<file path="config.mk">
export PLATFORM = sky130hd
export DESIGN_NAME = config_shift_master
export DESIGN_NICKNAME = d
export VERILOG_FILES = /design/src/rtl/config_shift_master.sv
export SDC_FILE = /design/constraint.sdc
export NUM_CORES = 1
export LEC_CHECK = 0
export CORE_MARGIN = 4
export CORE_UTILIZATION = 23
export CTS_CLUSTER_SIZE = 10
export DETAILED_ROUTE_END_ITERATION = 8
export GPL_ROUTABILITY_DRIVEN = 0
export HOLD_SLACK_MARGIN = 0.06
export PLACE_DENSITY = 0.36
export SYNTH_ARGS = -nofsm -noshare
export SYNTH_HDL_FRONTEND = slang
export SYNTH_SLANG_ARGS = --single-unit
</file>
<file path="constraint.sdc">
create_clock -name CLK -period 9.29 [get_ports CLK]
set_input_delay 1.858 -clock CLK [delete_from_list [all_inputs] [get_ports CLK]]
set_output_delay 1.858 -clock CLK [all_outputs]
set_load 0.02 [all_outputs]
</file>
<file path="src/rtl/config_shift_master.sv">
// config_shift_master: frames a parallel config word onto SEL/SCLK/SDI MSB-first and captures SDO readback
module config_shift_master #(
   parameter int SIZESRSTAT = 88,
   parameter int SIZESRDYN  = 16,
   parameter int CLK_DIV    = 4
) (
   input  logic                            CLK,
   input  logic                            RST,
   input  logic                            START,
   input  logic [SIZESRSTAT+SIZESRDYN-1:0] DATA_IN,
   output logic                            BUSY,
   output logic                            DONE,
   output logic                            SCLK,
   output logic                            SEL,
   output logic                            SDI,
   input  logic                            SDO,
   output logic [SIZESRSTAT+SIZESRDYN-1:0] RDBK,
   output logic                            MISMATCH
);
   localparam int TOTAL = SIZESRSTAT + SIZESRDYN;
   localparam int BW = $clog2(TOTAL + 1);
   localparam int DW = $clog2(CLK_DIV + 1);
   localparam logic [DW-1:0] DIV_LAST = DW'(CLK_DIV - 1);
   typedef enum logic [2:0] {IDLE, LEAD, HIGH, LOW, TRAIL, FIN} state_t;
   state_t state, state_nxt;
   logic [DW-1:0] div;
   logic [BW-1:0] bitcnt;
   logic [TOTAL-1:0] shreg, word, prev_word, rdbk;
   logic prev_valid, phase_end;
   assign phase_end = div == DIV_LAST;
   always_comb begin
      state_nxt = state;
      case (state)
         IDLE:    if (START) state_nxt = LEAD;
         LEAD:    if (phase_end) state_nxt = HIGH;
         HIGH:    if (phase_end) state_nxt = (bitcnt == BW'(1)) ? TRAIL : LOW;
         LOW:     if (phase_end) state_nxt = HIGH;
         TRAIL:   if (phase_end) state_nxt = FIN;
         default: state_nxt = IDLE;
      endcase
      BUSY = state != IDLE;
      DONE = state == FIN;
      SCLK = state == HIGH;
      SEL  = BUSY && !DONE;
      SDI  = SEL && shreg[TOTAL-1];
   end
   always_ff @(posedge CLK) begin
      if (RST) begin
         state      <= IDLE;
         div        <= '0;
         bitcnt     <= '0;
         RDBK       <= '0;
         MISMATCH   <= 1'b0;
         prev_valid <= 1'b0;
      end else begin
         state <= state_nxt;
         div   <= (state == IDLE || phase_end) ? '0 : div + DW'(1);
         if (state == IDLE && START) begin
            shreg  <= DATA_IN;
            word   <= DATA_IN;
            bitcnt <= BW'(TOTAL);
         end
         if (state == HIGH && phase_end) begin
            rdbk   <= {rdbk[TOTAL-2:0], SDO};
            bitcnt <= bitcnt - BW'(1);
            if (bitcnt != BW'(1)) shreg <= shreg << 1;
         end
         if (state == FIN) begin
            RDBK       <= rdbk;
            MISMATCH   <= prev_valid && (rdbk != prev_word);
            prev_word  <= word;
            prev_valid <= 1'b1;
         end
      end
   end
endmodule

</file>
== Word level (Yosys, flattened, before mapping) ==
Cells that the tools add are included.

* Reductions and logical operators: 16
* Add/sub/neg operators: 2
* Equality and inequality tests: 13
* Bitwise logic cells: 1
* Mux-type cells: 11

{| class="wikitable"
|+ Operator list
! cell !! number
|-
| 104-bit two-way mux || 3
|-
| 104-bit != test || 1
|-
| 3-bit two-way mux || 5
|-
| 7-bit two-way mux || 2
|-
| 3-bit case mux with 4 select lines || 1
|-
| 3-bit by 2-bit == test with 1-bit output (second input constant) || 3
|-
| 7-bit by 1-bit == test with 1-bit output (second input constant) || 1
|-
| 7-bit by 1-bit != test with 1-bit output (second input constant) || 1
|-
| 7-bit by 1-bit subtractor with 7-bit output (second input constant) || 1
|-
| 3-bit == test (second input constant) || 2
|-
| 2-bit AND reduction || 3
|-
| 1-bit logical AND || 5
|-
| 2-bit by 1-bit != test with 1-bit output (second input constant) || 2
|-
| 2-bit != test (second input constant) || 2
|-
| 4-bit AND reduction || 1
|-
| 2-bit OR reduction || 2
|-
| 3-bit by 1-bit adder with 3-bit output (second input constant) || 1
|-
| 3-bit by 1-bit == test with 1-bit output (second input constant) || 1
|-
| 3-bit logical NOT || 1
|-
| 3-bit nonzero test || 1
|-
| 2-bit nonzero test || 1
|-
| 1-bit logical NOT || 1
|-
| 1-bit logical OR || 1
|-
| 1-bit inverter || 1
|}

* Output and inout bits: 110
* Register bits: 535

== Longest topological paths before layout ==
* Depth after elaboration: 5
* Depth in mapped cells: 9
* Gate-level depth less buffers: 7

== Worst setup path before layout ==
Ideal clock, no wire load.

* Path type: input to register
* Start point: input RST
* End point: register word[0], enable pin
* Arrival: 6.538 ns
* Setup time: 0.568 ns
* Path slack: 2.184 ns
* Cell stages on the path: 3
* Path through: clkbuf_1 clkbuf_1 nor2_1

* Cells in the longest elaborated chain, start to end: 2

{| class="wikitable"
|+ Ends and longest elaborated chain
! element !! line !! source
|-
| start, declared || 8 || <nowiki>input logic RST,</nowiki>
|-
| 1-bit inverter (no source line) || -- ||
|-
| 2-bit AND reduction (no source line) || -- ||
|-
| end signal, assigned || 60 || <nowiki>word <= DATA_IN;</nowiki>
|-
| end, declared || 28 || <nowiki>logic [TOTAL-1:0] shreg, word, prev_word, rdbk;</nowiki>
|}

Every way passes these cells.
A chain may end at the register's enable or synchronous reset.

== Worst setup path in the final report ==
* Start point: register state[1]
* End point: output SEL

* Cells in the longest elaborated chain, start to end: 3

{| class="wikitable"
|+ Ends and longest elaborated chain
! element !! line !! source
|-
| start, declared || 25 || <nowiki>state_t state, state_nxt;</nowiki>
|-
| start signal, assigned || 56 || <nowiki>state <= state_nxt;</nowiki>
|-
| 3-bit == test || 42 || <nowiki>DONE = state == FIN;</nowiki>
|-
| 1-bit logical NOT || 44 || <nowiki>SEL = BUSY && !DONE;</nowiki>
|-
| 1-bit logical AND * || 44 ||
|-
| end, declared || 14 || <nowiki>output logic SEL,</nowiki>
|}

Every way passes the cells marked *; elsewhere a longest branch is shown, timed or not.

==> impl_summary.md <==
Finish
The synthesis-to-layout area growth is 26.04%. The fraction of final layout cells with drive strength greater than 1 is 6.469%. Fill cells in the final layout number 8822. The number of nets in the layout is 1780.

Placement
The worst setup slack before clock tree synthesis is 4.155 ns. Once detailed placement completed, the half-perimeter wirelength came to 40980 microns. The count of input and output buffers is 217.

Synth
Summed over its instances, the top area cell type makes up 61.85% of the synthesized netlist area. In the post-synthesis netlist, the biggest area contributors are sky130_fd_sc_hd__edfxtp_1 62%, sky130_fd_sc_hd__dfxtp_1 12%, sky130_fd_sc_hd__nand2_1 5.9%. After synthesis, flip-flops and latches occupy 73.65% of the total area. Yosys printed 0 warnings. Synthesis produced 1443 cells. The biggest area contributor in the post-synthesis netlist is sky130_fd_sc_hd__edfxtp_1. The most used flip-flop cell after synthesis is sky130_fd_sc_hd__edfxtp_1. The count of cell types in the netlist is 48. The cell area after technology mapping is 0.02020 sq mm. The number of enable-type register cells in the synthesized netlist is 416. Ranked by instance count, the synthesized netlist is headed by 416 x sky130_fd_sc_hd__edfxtp_1, 320 x sky130_fd_sc_hd__nand2_1, 119 x sky130_fd_sc_hd__dfxtp_1. sky130_fd_sc_hd__edfxtp_1 is the most common cell in the netlist. Averaged over all synthesized cells, the footprint is 14.00 sq um. The number of nets handed over by synthesis was 1555. The total of flip-flops plus latches after synthesis is 535. After synthesis, the share of flip-flops with an asynchronous set or reset is 0%.

Setup path
Data arrives at the worst endpoint at 3.64 ns. The worst-case register-to-register setup slack is 5.70 ns. STA classifies the critical path startpoint as a flip-flop.

The maximum fanout encountered on the critical timing path is 51. The cell with the largest stage delay on the worst path is sky130_fd_sc_hd__clkinv_2. The category of the most critical setup path is reg2out.

The stage delay of the slowest cell on the critical path is 0.80 ns. Data on the critical path is required at its endpoint by 7.43 ns. The kind of end point of the critical path is a primary output.

The critical path goes through and2b_1, nand2_4, clkinv_2, nor2_1, clkdlybuf4s50_1.

Floorplan
In this run the count of I/O pins placed on the die edge is 218. The overall die area is 0.09262 sq mm. The standard-cell row count is 108. The y dimension of the die is 304.3 microns. In this run the standard cell core region covers 0.08689 sq mm. The effective utilization at floorplan is 23.24%. The floorplan die width is 304.3 microns.

Routing
In the final routed layout, each cell accounts on average for 20.59 microns. The number of routed nets with antenna violations is 0. The remaining design rule violation count is 0. The routed via count divided by cell count is 4.100. The met3 wire length is 2946 microns. After detailed routing, the met2 layer carries 27350 microns of wire.

The first TritonRoute pass finished after 4 iterations. Summed over all layers, the routed wires come to 59140 microns. The highest routing layer actually used is met5. The detailed router placed 11770 vias in this run. The number of violations reported at the end of detailed-routing iteration 0 is 732. For this block, wires on met1 add up to 27660 microns.

Status
The run finished with clean final reports.

Clocking
The cell sitting at the root of the clock tree is a sky130_fd_sc_hd__clkbuf_16. The count of hold-fix buffers inserted at cts is 0. The count of clock tree sinks is 535. TritonCTS built the clock tree.

The maximum buffer depth of the clock tree is 3. The register clock-pin slew on the reported worst setup and hold paths is 0.06 ns. The post-CTS repair timing setup buffer count is 0. The post-cts resize count is 0. The maximum level of the CTS H-tree is 3.

The number of clock buffers inserted by TritonCTS is 67. At the later pin of the worst-skew pair, clock insertion delay measures 0.60 ns.

Timing
The aggregate negative setup slack is 0 ns. The max-slew violation count is 0. The final-report hold violation count is 0. The final worst-path cycle share is 59.16%. For this run, the top clock speed supported by timing is 182.0 MHz. Setup repair after global routing left no endpoint under its margin. The worst relative slew slack is 20.29%. Between clock sinks in the finished design, the worst skew comes to 0.02206 ns. The worst path meets setup with 3.794 ns of slack. At the pin with the least slew margin, the transition time is 1.193 ns. The worst hold slack is 0.3952 ns. The final critical delay including setup and external delays is 5.496 ns. The number of setup violations in the final report is 0.

Flow run
Max-cap violations in this run came to 0.

Global route
The total global routing overflow is 0. The via count of the first global-routing pass was 12050. The first-pass GRT wire length is 85380 microns. The number of antenna violations at the first check in global routing is 13. Global routing used 12.54% of the available tracks. The maximum number of pins on one net before global-route repair is 115.

Pwr
In this run, the combinational gates consume 4.3% of the power. The analysis attributes to cell leakage a power of 7.959 nW. In this run the power spent charging and discharging nets is 0.001160 W.

The cell internal power dissipation is 0.004147 W. The power per cell area is 208.5 mW/mm^2. The worst IR drop on VDD is 113.4 uV. Per report_power, the sequential group accounts for 50.7% of the total. Net switching is 21.85% of the power. In this run, the clock network consumes 45.0% of the power.

Worst hold path
The type of the tightest min-delay check is reg2reg.
==> kinds of logic (layout without fill, tap and decap cells) <==
family | count (synthesis) | count (layout) | share of synthesized area (%)
AO/OA/AOI/OAI | 224 | 224 | 5.743
XOR/XNOR | 105 | 105 | 4.553
adder cells (fa/ha/maj) | 4 | 4 | 0.2478
buffers and inverters | 79 | 352 | 2.305
flip-flops | 535 | 535 | 73.65
multiplexers | 105 | 105 | 5.210
other | 0 | 1 | 0
AND/OR/NAND/NOR | 391 | 391 | 8.295
==> critical path: cells and delay by family (launching register included) <==
| kind | cells | cell delay [ns] |
|---|---|---|
| buf+inv | 2 | 1.43 |
| simple gates | 3 | 1.05 |
| flops | 1 | 0.47 |
==> layout make-up <==
cell class	instances	area, sq um	share of cell area [%]
clock inverters	13	93.84	0.3686
inverters	6	26.28	0.1032
diodes	1	2.502	0.009830
multi-input cells	829	4887	19.20
repair buffers	229	2260	8.877
well taps	1155	1445	5.677
flip-flops and latches	535	14870	58.43
clock buffers	104	1867	7.333
==> power groups by stage <==
stage / registers, W / logic [W] / clock network (W)
floorplan: 0.00273 / 0.000138 / 0
global placement: 0.00274 / 0.000228 / 0
detailed placement: 0.00274 / 0.000235 / 0
CTS: 0.00269 / 0.000235 / 0.00248
global route: 0.00270 / 0.000252 / 0.00257
finish: 0.00269 / 0.000227 / 0.00239
==> sequential cells by signal, indices dropped and copies added (netlist names), 3 cells and up <==
name,cells
state,3
RDBK,104
bitcnt,7
word,104
div,3
rdbk,104
shreg,104
prev_word,104
==> path summary, 6_finish.rpt <==
| path | to | from | cells past startpoint |
|---|---|---|---|
| setup / recovery | SEL | state[1]$_SDFFE_PP0P_ | 5 |
| hold / removal | prev_word[90]$_DFFE_PP_ | word[90]$_DFFE_PP_ | 0 |
| setup reg to reg | word[65]$_DFFE_PP_ | state[0]$_SDFFE_PP0P_ | 4 |
| hold reg to reg | prev_word[90]$_DFFE_PP_ | word[90]$_DFFE_PP_ | 0 |
==> through the flow <==
| step | utilization [%] | cells | cell area (sq um) | total power, W |
|---|---|---|---|---|
| floorplan | - | 1443 | 20200 | 0.002871 |
| detailed placement | 27.04 | 2754 | 23490 | 0.002974 |
| global route | 29.29 | 2871 | 25450 | 0.005524 |
| global placement | 27.04 | 2754 | 23490 | 0.002967 |
| CTS | 29.29 | 2871 | 25450 | 0.005404 |
| finish | 29.30 | 2872 | 25460 | 0.005307 |
==> cell usage in the layout, fill, tap and decap left out, drive strengths merged, types with 3 or more instances in the layout <==
cell and n:
a211oi 3, a21oi 110, buf 13, clkbuf 104, clkdlybuf4s50 216, clkinv 8, dfxtp 119, edfxtp 416
ha 4, inv 11, mux2i 104, nand2 322, nand4 17, nor2 13, nor2b 3, nor3 8
nor4 18, o21ai 103, xnor2 56, xor2 49
==> metal layers <==
metal  GRT usage (%)  vias to the layer above
li1                -                     5652
met3           2.986                       80
met4           3.505                       16
met1           17.01                     5769
met2           20.08                      257
met5               0                        -
Power figures use the tool's default switching activity.
